--- src/rtl/seg_scan_if.sv ---
// Producer-side bus of the digit scanner: shadow load/enable inputs and the
// decoder/anode drive outputs.
interface seg_scan_if #(
  parameter int unsigned NUM_DIGITS = 4
);
  logic                      en;
  logic                      load;
  logic [4*NUM_DIGITS-1:0]   bcd_in;
  logic [3:0]                digit;
  logic                      update;
  logic [NUM_DIGITS-1:0]     an;
  logic                      frame_done;

  modport master (
    output en, load, bcd_in,
    input  digit, update, an, frame_done
  );

  modport slave (
    input  en, load, bcd_in,
    output digit, update, an, frame_done
  );
endinterface

--- src/rtl/seg_scan_ctrl.sv ---
// Time-multiplexes NUM_DIGITS BCD digits onto one shared seven-segment decoder,
// with a blanking guard after each decoder update to hide its latency.
module seg_scan_ctrl #(
  parameter int unsigned NUM_DIGITS   = 4,
  parameter int unsigned DWELL        = 1000,
  parameter int unsigned BLANK_CYCLES = 2
) (
  input logic       clk,
  input logic       rst_n,
  seg_scan_if.slave bus
);

  localparam int unsigned IDX_W   = $clog2(NUM_DIGITS);
  localparam int unsigned CNT_MAX = (DWELL > BLANK_CYCLES) ? DWELL : BLANK_CYCLES;
  localparam int unsigned CNT_W   = $clog2(CNT_MAX + 1);
  localparam int unsigned DW      = 4 * NUM_DIGITS;

  localparam logic [1:0] IDLE  = 2'd0;
  localparam logic [1:0] LOAD  = 2'd1;
  localparam logic [1:0] BLANK = 2'd2;
  localparam logic [1:0] SHOW  = 2'd3;

  logic [1:0]            state, state_n;
  logic [IDX_W-1:0]      idx, idx_n;
  logic [CNT_W-1:0]      cnt, cnt_n;
  logic [DW-1:0]         shadow, shadow_n;
  logic [DW-1:0]         working, work_n;
  logic [3:0]            digit_q, digit_n;
  logic                  update_q;
  logic [NUM_DIGITS-1:0] an_q, an_n;
  logic                  frame_done_q;

  // Bypass: a load on the frame-start cycle reaches working directly.
  assign shadow_n = bus.load ? bus.bcd_in : shadow;

  always_comb begin
    state_n = state;
    idx_n   = idx;
    cnt_n   = cnt;
    work_n  = working;
    if (!bus.en) begin
      state_n = IDLE;
      cnt_n   = '0;
    end else begin
      case (state)
        IDLE: begin
          state_n = LOAD;
          idx_n   = '0;
          cnt_n   = '0;
          work_n  = shadow_n;
        end
        LOAD: begin
          state_n = BLANK;
          cnt_n   = '0;
        end
        BLANK: begin
          if (cnt == CNT_W'(BLANK_CYCLES - 1)) begin
            state_n = SHOW;
            cnt_n   = '0;
          end else begin
            cnt_n = cnt + 1'b1;
          end
        end
        SHOW: begin
          if (cnt == CNT_W'(DWELL - 1)) begin
            state_n = LOAD;
            cnt_n   = '0;
            if (idx == IDX_W'(NUM_DIGITS - 1)) begin
              idx_n  = '0;
              work_n = shadow_n;
            end else begin
              idx_n = idx + 1'b1;
            end
          end else begin
            cnt_n = cnt + 1'b1;
          end
        end
        default: state_n = IDLE;
      endcase
    end
  end

  // Outputs are registered from the next-state view so they line up with state.
  always_comb begin
    digit_n = work_n[{idx_n, 2'b00} +: 4];
    an_n    = '0;
    if (state_n == SHOW && digit_n <= 4'd9) an_n[idx_n] = 1'b1;
  end

  always_ff @(posedge clk or negedge rst_n) begin
    if (!rst_n) begin
      state        <= IDLE;
      idx          <= '0;
      cnt          <= '0;
      shadow       <= '0;
      working      <= '0;
      digit_q      <= '0;
      update_q     <= 1'b0;
      an_q         <= '0;
      frame_done_q <= 1'b0;
    end else begin
      state        <= state_n;
      idx          <= idx_n;
      cnt          <= cnt_n;
      shadow       <= shadow_n;
      working      <= work_n;
      update_q     <= (state_n == LOAD);
      an_q         <= an_n;
      frame_done_q <= (state_n == SHOW) && (cnt_n == CNT_W'(DWELL - 1)) &&
                      (idx_n == IDX_W'(NUM_DIGITS - 1));
      if (state_n == LOAD) digit_q <= digit_n;
    end
  end

  assign bus.digit      = digit_q;
  assign bus.update     = update_q;
  assign bus.an         = an_q;
  assign bus.frame_done = frame_done_q;

endmodule

--- src/flat_wrapper.sv ---
// flat-port wrapper written by rule: the top's interface ports become plain ports
module seg_scan_ctrl_flat 
#(
  parameter int unsigned NUM_DIGITS   = 4,
  parameter int unsigned DWELL        = 1000,
  parameter int unsigned BLANK_CYCLES = 2
)
  (clk, rst_n, bus_en, bus_load, bus_bcd_in, bus_digit, bus_update, bus_an, bus_frame_done);
  seg_scan_if #(.NUM_DIGITS(NUM_DIGITS)) bus_i ();
  input logic clk;
  input logic rst_n;
  input wire logic [$bits(bus_i.en)-1:0] bus_en;
  input wire logic [$bits(bus_i.load)-1:0] bus_load;
  input wire logic [$bits(bus_i.bcd_in)-1:0] bus_bcd_in;
  output wire logic [$bits(bus_i.digit)-1:0] bus_digit;
  output wire logic [$bits(bus_i.update)-1:0] bus_update;
  output wire logic [$bits(bus_i.an)-1:0] bus_an;
  output wire logic [$bits(bus_i.frame_done)-1:0] bus_frame_done;
  assign bus_i.en = bus_en;
  assign bus_i.load = bus_load;
  assign bus_i.bcd_in = bus_bcd_in;
  assign bus_digit = bus_i.digit;
  assign bus_update = bus_i.update;
  assign bus_an = bus_i.an;
  assign bus_frame_done = bus_i.frame_done;
  seg_scan_ctrl #(.NUM_DIGITS(NUM_DIGITS), .DWELL(DWELL), .BLANK_CYCLES(BLANK_CYCLES)) u_core (.clk(clk), .rst_n(rst_n), .bus(bus_i));
endmodule
--- config.mk ---
export PLATFORM = sky130hd
export DESIGN_NAME = seg_scan_ctrl_flat
export DESIGN_NICKNAME = d
export VERILOG_FILES = /design/src/rtl/seg_scan_if.sv /design/src/rtl/seg_scan_ctrl.sv /design/src/flat_wrapper.sv
export SDC_FILE = /design/constraint.sdc
export NUM_CORES = 1
export LEC_CHECK = 0
export BUFFER_PORTS_ARGS = -buffer_cell sky130_fd_sc_hd__buf_2
export CAP_MARGIN = 20
export CELL_PAD_IN_SITES_DETAIL_PLACEMENT = 0
export CELL_PAD_IN_SITES_GLOBAL_PLACEMENT = 2
export CORE_UTILIZATION = 41
export DETAILED_ROUTE_END_ITERATION = 16
export PLACE_DENSITY_LB_ADDON = 0.1
export RECOVER_POWER = 100
export SYNTH_ARGS = -nofsm -noshare
export SYNTH_HDL_FRONTEND = slang
export SYNTH_SLANG_ARGS = --single-unit
--- constraint.sdc ---
create_clock -name clk -period 8.2 [get_ports clk]
set_clock_uncertainty 0.2 [all_clocks]
set_input_delay 0.41 -clock clk [delete_from_list [all_inputs] [get_ports clk]]
set_output_delay 0.41 -clock clk [all_outputs]
set_load 0.02 [all_outputs]
### Word level (Yosys, flattened, before mapping)

Cells that the tools add are included.

* register bits after elaboration: 56
* input port bits: 20
* output and inout port bits: 10
* logic and storage cells: 51

* add/subtract/negate cells: 2
* magnitude comparators: 3
* equality and inequality tests: 10
* shifts and indexed selects: 1
* multiplexer cells: 20
* reductions and logical operators: 6

Operators by type and width (count)
* 2-to-1 mux 16 bit: 4
* one-hot mux 16 bit (2 select lines): 1
* 2-to-1 mux 10 bit: 3
* one-hot mux 10 bit (3 select lines): 1
* equality test 10 bit (second input constant): 2
* indexed part select 16 x 5 -> 4 bit: 1
* 2-to-1 mux 2 bit: 6
* adder 10 x 1 -> 10 bit (second input constant): 1
* equality test 10 x 1 -> 1 bit (second input constant): 1
* equality test 2 bit (second input constant): 5
* one-hot mux 2 bit (4 select lines): 1
* equality test 2 x 1 -> 1 bit (second input constant): 2
* less-or-equal comparator 4 bit (second input constant): 1
* logical AND 1 bit: 4
* 2-to-1 mux 4 bit: 1
* one-hot mux 2 bit (2 select lines): 1
* < comparator 2 x 3 -> 1 bit (second input constant): 1
* adder 2 x 1 -> 2 bit (second input constant): 1
* demux 1 bit (select 2 bit): 1
* greater-or-equal comparator 2 x 1 -> 1 bit (second input constant): 1
* zero test 2 bit: 1
* OR reduction 2 bit: 1
* 2-to-1 mux 1 bit: 1

### Depth between registers and ports, before layout

* depth after elaboration: 10
* depth in mapped cells: 11
* depth with buffers taken out: 10

### Least setup slack after synthesis

Ideal clock, no wire load.

* path kind: register to register
* start: reg u_core.state[0]
* end: reg u_core.an_q[2], in the netlist u_core.bus.an[2]
* setup time: 0.149 ns
* arrival: 2.389 ns
* required time: 7.851 ns
* path slack: 5.462 ns
* cell stages (with the launch flop): 11
* path buffers: 1
* period minus slack after synthesis: 2.738 ns
* cells stage by stage: dfrtp_1 > inv_1 > ha_1 > nand2b_1 > buf_2 > nor2_1 > nor2_1 > a22oi_1 > a211oi_1 > a2bb2oi_2 > nor4_1

* word-level cells in the longest chain between the ends: 8
* elaborated cells on any way between the ends: 22
* classes of those cells: order compare (3); eq/ne (4); shift (1); mux (11); reduce/logical (3)

RTL lines
* start: declaration: line seg_scan_ctrl.sv:23 `logic [1:0] state, state_n;`
* start signal: assignment: line seg_scan_ctrl.sv:102 `state <= state_n;`
* branches (longest 7 deep; another with less-or-equal comparator 4 bit)
* 2-to-1 mux 4 bit *: line seg_scan_ctrl.sv:87 `if (state_n == SHOW && digit_n <= 4'd9) an_n[idx_n] = 1'b1;`
* net u_core.an_n[2]: line seg_scan_ctrl.sv:30 `logic [NUM_DIGITS-1:0] an_q, an_n;`
* end signal: assignment: line seg_scan_ctrl.sv:108 `an_q <= an_n;`
* end: declaration: line seg_scan_ctrl.sv:30

Mark *: on every way through the listed nets, which the timed path passes.
A chain may end at the register's enable or synchronous reset.

### Worst setup path in the final report

* start: reg u_core.state[0]
* end: reg u_core.an_q[2], in the netlist u_core.bus.an[2]

* word-level cells in the longest chain between the ends: 8
* elaborated cells on any way between the ends: 22
* classes of those cells: order compare (3); eq/ne (4); shift (1); mux (11); reduce/logical (3)

RTL lines
* equality test 2 bit / zero test 2 bit (equally long branches): line seg_scan_ctrl.sv:45 `case (state)`
* one-hot mux 2 bit (2 select lines) *: line seg_scan_ctrl.sv:45
* 2-to-1 mux 2 bit *: line seg_scan_ctrl.sv:41 `if (!bus.en) begin`
* net u_core.idx_n[1]: line seg_scan_ctrl.sv:24 `logic [IDX_W-1:0] idx, idx_n;`
* branches (longest 4 deep; another with less-or-equal comparator 4 bit)
* 2-to-1 mux 4 bit *: line seg_scan_ctrl.sv:87
* net u_core.an_n[2]: line seg_scan_ctrl.sv:30

Marks and branches as above.

==> flow_summary.json <==
{
  "yosysWarnings": 0,
  "syn2layout_area_growth_pct": 7.71,
  "p_per_area_mw_per_mm2": 228,
  "wl_per_cell_um": 16.4,
  "grt_pass1_wl_um": 9760,
  "synth.avg_cell_area_sq_um": 11.1,
  "slew_headroom_pct": -97.9,
  "synth_edf_count": 0,
  "rsz0062_at_grt": "false",
  "placed_area_sq_mm": 0.00299,
  "postSynthCellCount": 252,
  "dp_slack_ns": 4.83,
  "rrSetupSlack_ns": 3.43,
  "grt_pass1_vias": 1904,
  "via_per_inst": 5.56,
  "cts_setup_buffers": 0,
  "drt_first_pass_iters": 6,
  "rows": 29,
  "htree_levels": 2,
  "cts_tree": "yes",
  "grt_max_degree": 57,
  "cts.sinks": 56,
  "cts-root-buf": "clkbuf_8",
  "synthArstFlopShare_pct": 100,
  "drt_iter0_markers": 85,
  "period_share_pct": 58.2,
  "worst_hold_path.num_cells": 2,
  "synth_top_area_share_pct": 49.9,
  "crit_required_ns": 8.14,
  "antenna_found_initial": 0,
  "hp-class": "input port to flip-flop",
  "die_h_um": 84.7,
  "cap_violations": 1,
  "nNetsFinal": 302,
  "die_area_sq_mm": 0.00718,
  "ant_nets": 0,
  "synthTopCellsByArea": "dfrtp_1 (50%), mux2_2 (8.0%), a22o_1 (3.1%)",
  "cts_made_buffers": 5,
  "core_sq_mm": 0.00649,
  "worstMarginPinSlew_ns": 2.97,
  "synth_fp_nets": 279,
  "fin_crit_ns": 4.77,
  "clk_pin_slew_ns": 0.10,
  "setup_tns_ns": 0,
  "ys.flop_type": "dfrtp_1",
  "overflow": 0,
  "n_fill_cell": 637,
  "dp_hpwl_um": 4030,
  "final_common_cell": "dfrtp_1",
  "max_freq_mhz": 209,
  "hold_viol_final": 0,
  "finalPower_w": 0.000690,
  "die_x_um": 84.7,
  "io_pins": 30,
  "path_class": "flip-flop to flip-flop",
  "syn-cell-area_sq_mm": 0.00281,
  "synth-seq-cells": 56,
  "final_cell_mix": "dfrtp_1 (56), nand2_1 (22), mux2_1 (18), nor2_1 (18), buf_2 (18)",
  "p_leak_nw": 1.37,
  "drc": 0,
  "holdPathEnd": "u_core.shadow[8]$_DFF_PN0_",
  "peakVddDrop_v": 0.000133,
  "cp-start-kind": "flip-flop",
  "r2r-end": "u_core.bus.an[2]$_DFF_PN0_",
  "n_antenna_cell": 0,
  "insertion_delay_ns": 0.31,
  "reg2regPathDepth": 10,
  "fin_ws_ns": 3.43,
  "hold_buffers": 0,
  "routabilityCongestion": 0.766,
  "holdCritStartpoint": "bus_bcd_in[8]",
  "cp_data_arrival_time_ns": 4.71,
  "drt_wl_total_um": 5800,
  "post_cts_resized": 0,
  "cts_max_path_buffers": 2,
  "timing.final.setup_violations": 0,
  "grt_util_all_layers_pct": 17.6,
  "critPathMaxFanout": 14,
  "drive_above_1_share_pct": 13.4,
  "ys_seq_area_share_pct": 49.9,
  "port_buffers": 29,
  "stdcell_area_sq_mm": 0.00302,
  "slew_violations": 67,
  "violations": "max-capacitance violations, max-slew violations",
  "endpoint_kind": "flip-flop",
  "start_util_pct": 43.2,
  "ys_types": 48,
  "yosysTopAreaCell": "dfrtp_1",
  "multiInputGateArea_sq_mm": 0.00125,
  "seqCellArea_sq_mm": 0.00140,
  "rr_startpoint": "u_core.state[0]$_DFF_PN0_",
  "status": "finished, violations left",
  "route.vias.total": 1962
}
how the worst max path moves through the flow:
| stage | depth (start not counted) | end | startpoint | slack (ns) |
|---|---|---|---|---|
| final | 10 | u_core.bus.an[2]$_DFF_PN0_ | u_core.state[0]$_DFF_PN0_ | 3.43 |
| after detailed placement | 9 | u_core.bus.an[2]$_DFF_PN0_ | u_core.state[0]$_DFF_PN0_ | 4.83 |
| after global placement | 10 | u_core.bus.an[2]$_DFF_PN0_ | u_core.state[0]$_DFF_PN0_ | 4.94 |
| after global routing | 10 | u_core.bus.an[2]$_DFF_PN0_ | u_core.state[0]$_DFF_PN0_ | 2.94 |
| after floorplan | 10 | u_core.bus.an[2]$_DFF_PN0_ | u_core.state[0]$_DFF_PN0_ | 5.46 |
| after CTS | 9 | u_core.bus.an[2]$_DFF_PN0_ | u_core.state[0]$_DFF_PN0_ | 4.81 |
per-layer routing:
| metal | track usage, % | share of wire (%) | routed length, um | up-vias |
|---|---|---|---|---|
| met5 | 0 | 0 | 0 | - |
| met4 | 5.55 | 1.2 | 70 | 0 |
| met3 | 2.75 | 3.1 | 177 | 7 |
| met2 | 26.5 | 44 | 2540 | 33 |
| met1 | 25.9 | 52 | 3010 | 963 |
| li1 | - | - | - | 959 |
sequential cells by signal (all words and copies together) (netlist names):
name / cells
u_core.bus.an: 4
u_core.bus.digit: 4
u_core.bus.frame_done: 1
u_core.bus.update: 1
u_core.cnt: 10
u_core.idx: 2
u_core.shadow: 16
u_core.state: 2
u_core.working: 16
synthesized netlist by cell type, types with 5 or more instances:
library cell	instances
ha_1	7
a21oi_1	5
and2_1	6
buf_2	6
mux2_2	20
clkbuf_1	6
a22o_1	10
nand4_1	5
mux2i_1	6
a22oi_1	6
xor2_1	5
dfrtp_1	56
inv_1	9
nor2_1	18
nand2_1	22
where the power goes:
part	switching [W]	internal, W	total, W
clock network	0.0000936	0.0000615	0.000155
logic	0.000107	0.0000736	0.000181
registers	0.0000235	0.000331	0.000354
cells by family after synthesis:
family / count (synthesis) / share of synthesized area, %
and+or+nand+nor: 76 / 14.5
DFF: 56 / 49.9
AOI/OAI and AO/OA: 53 / 15.6
buffers and inverters: 26 / 4.10
muxes: 26 / 10.2
xor gates and xnor gates: 8 / 2.50
adders and majority gates: 7 / 3.12
final cells by class:
| cell class | instances | share of cell area [%] |
|---|---|---|
| well taps | 77 | 3.19 |
| repair buffers | 30 | 4.47 |
| clock buffers | 5 | 2.28 |
| inverters | 12 | 1.53 |
| clock inverters | 3 | 0.745 |
| flip-flops and latches | 56 | 46.4 |
| multi-input cells | 170 | 41.4 |
critical path: stages, from the launching register on:
cell and delay (ns):
dfrtp_1 0.42, inv_1 0.08, ha_1 0.31, nand2b_1 0.46, nor2_1 0.11, a221oi_1 1.27, clkinvlp_2 0.77, mux2i_1 0.23
mux2_1 0.35, a2bb2oi_1 0.28, nor4_1 0.10
stage by stage:
| step | util (%) | std cells | hold slack, ns |
|---|---|---|---|
| floorplan | - | 252 | -0.0856 |
| finish | 46.5 | 353 | 0.140 |
| CTS | 47.4 | 353 | 0.0463 |
| global route | 46.5 | 353 | 0.127 |
| detailed placement | 46.0 | 345 | 0.274 |
| global placement | 46.0 | 345 | 0.279 |
Note: power is estimated with default switching activity, not from simulation.
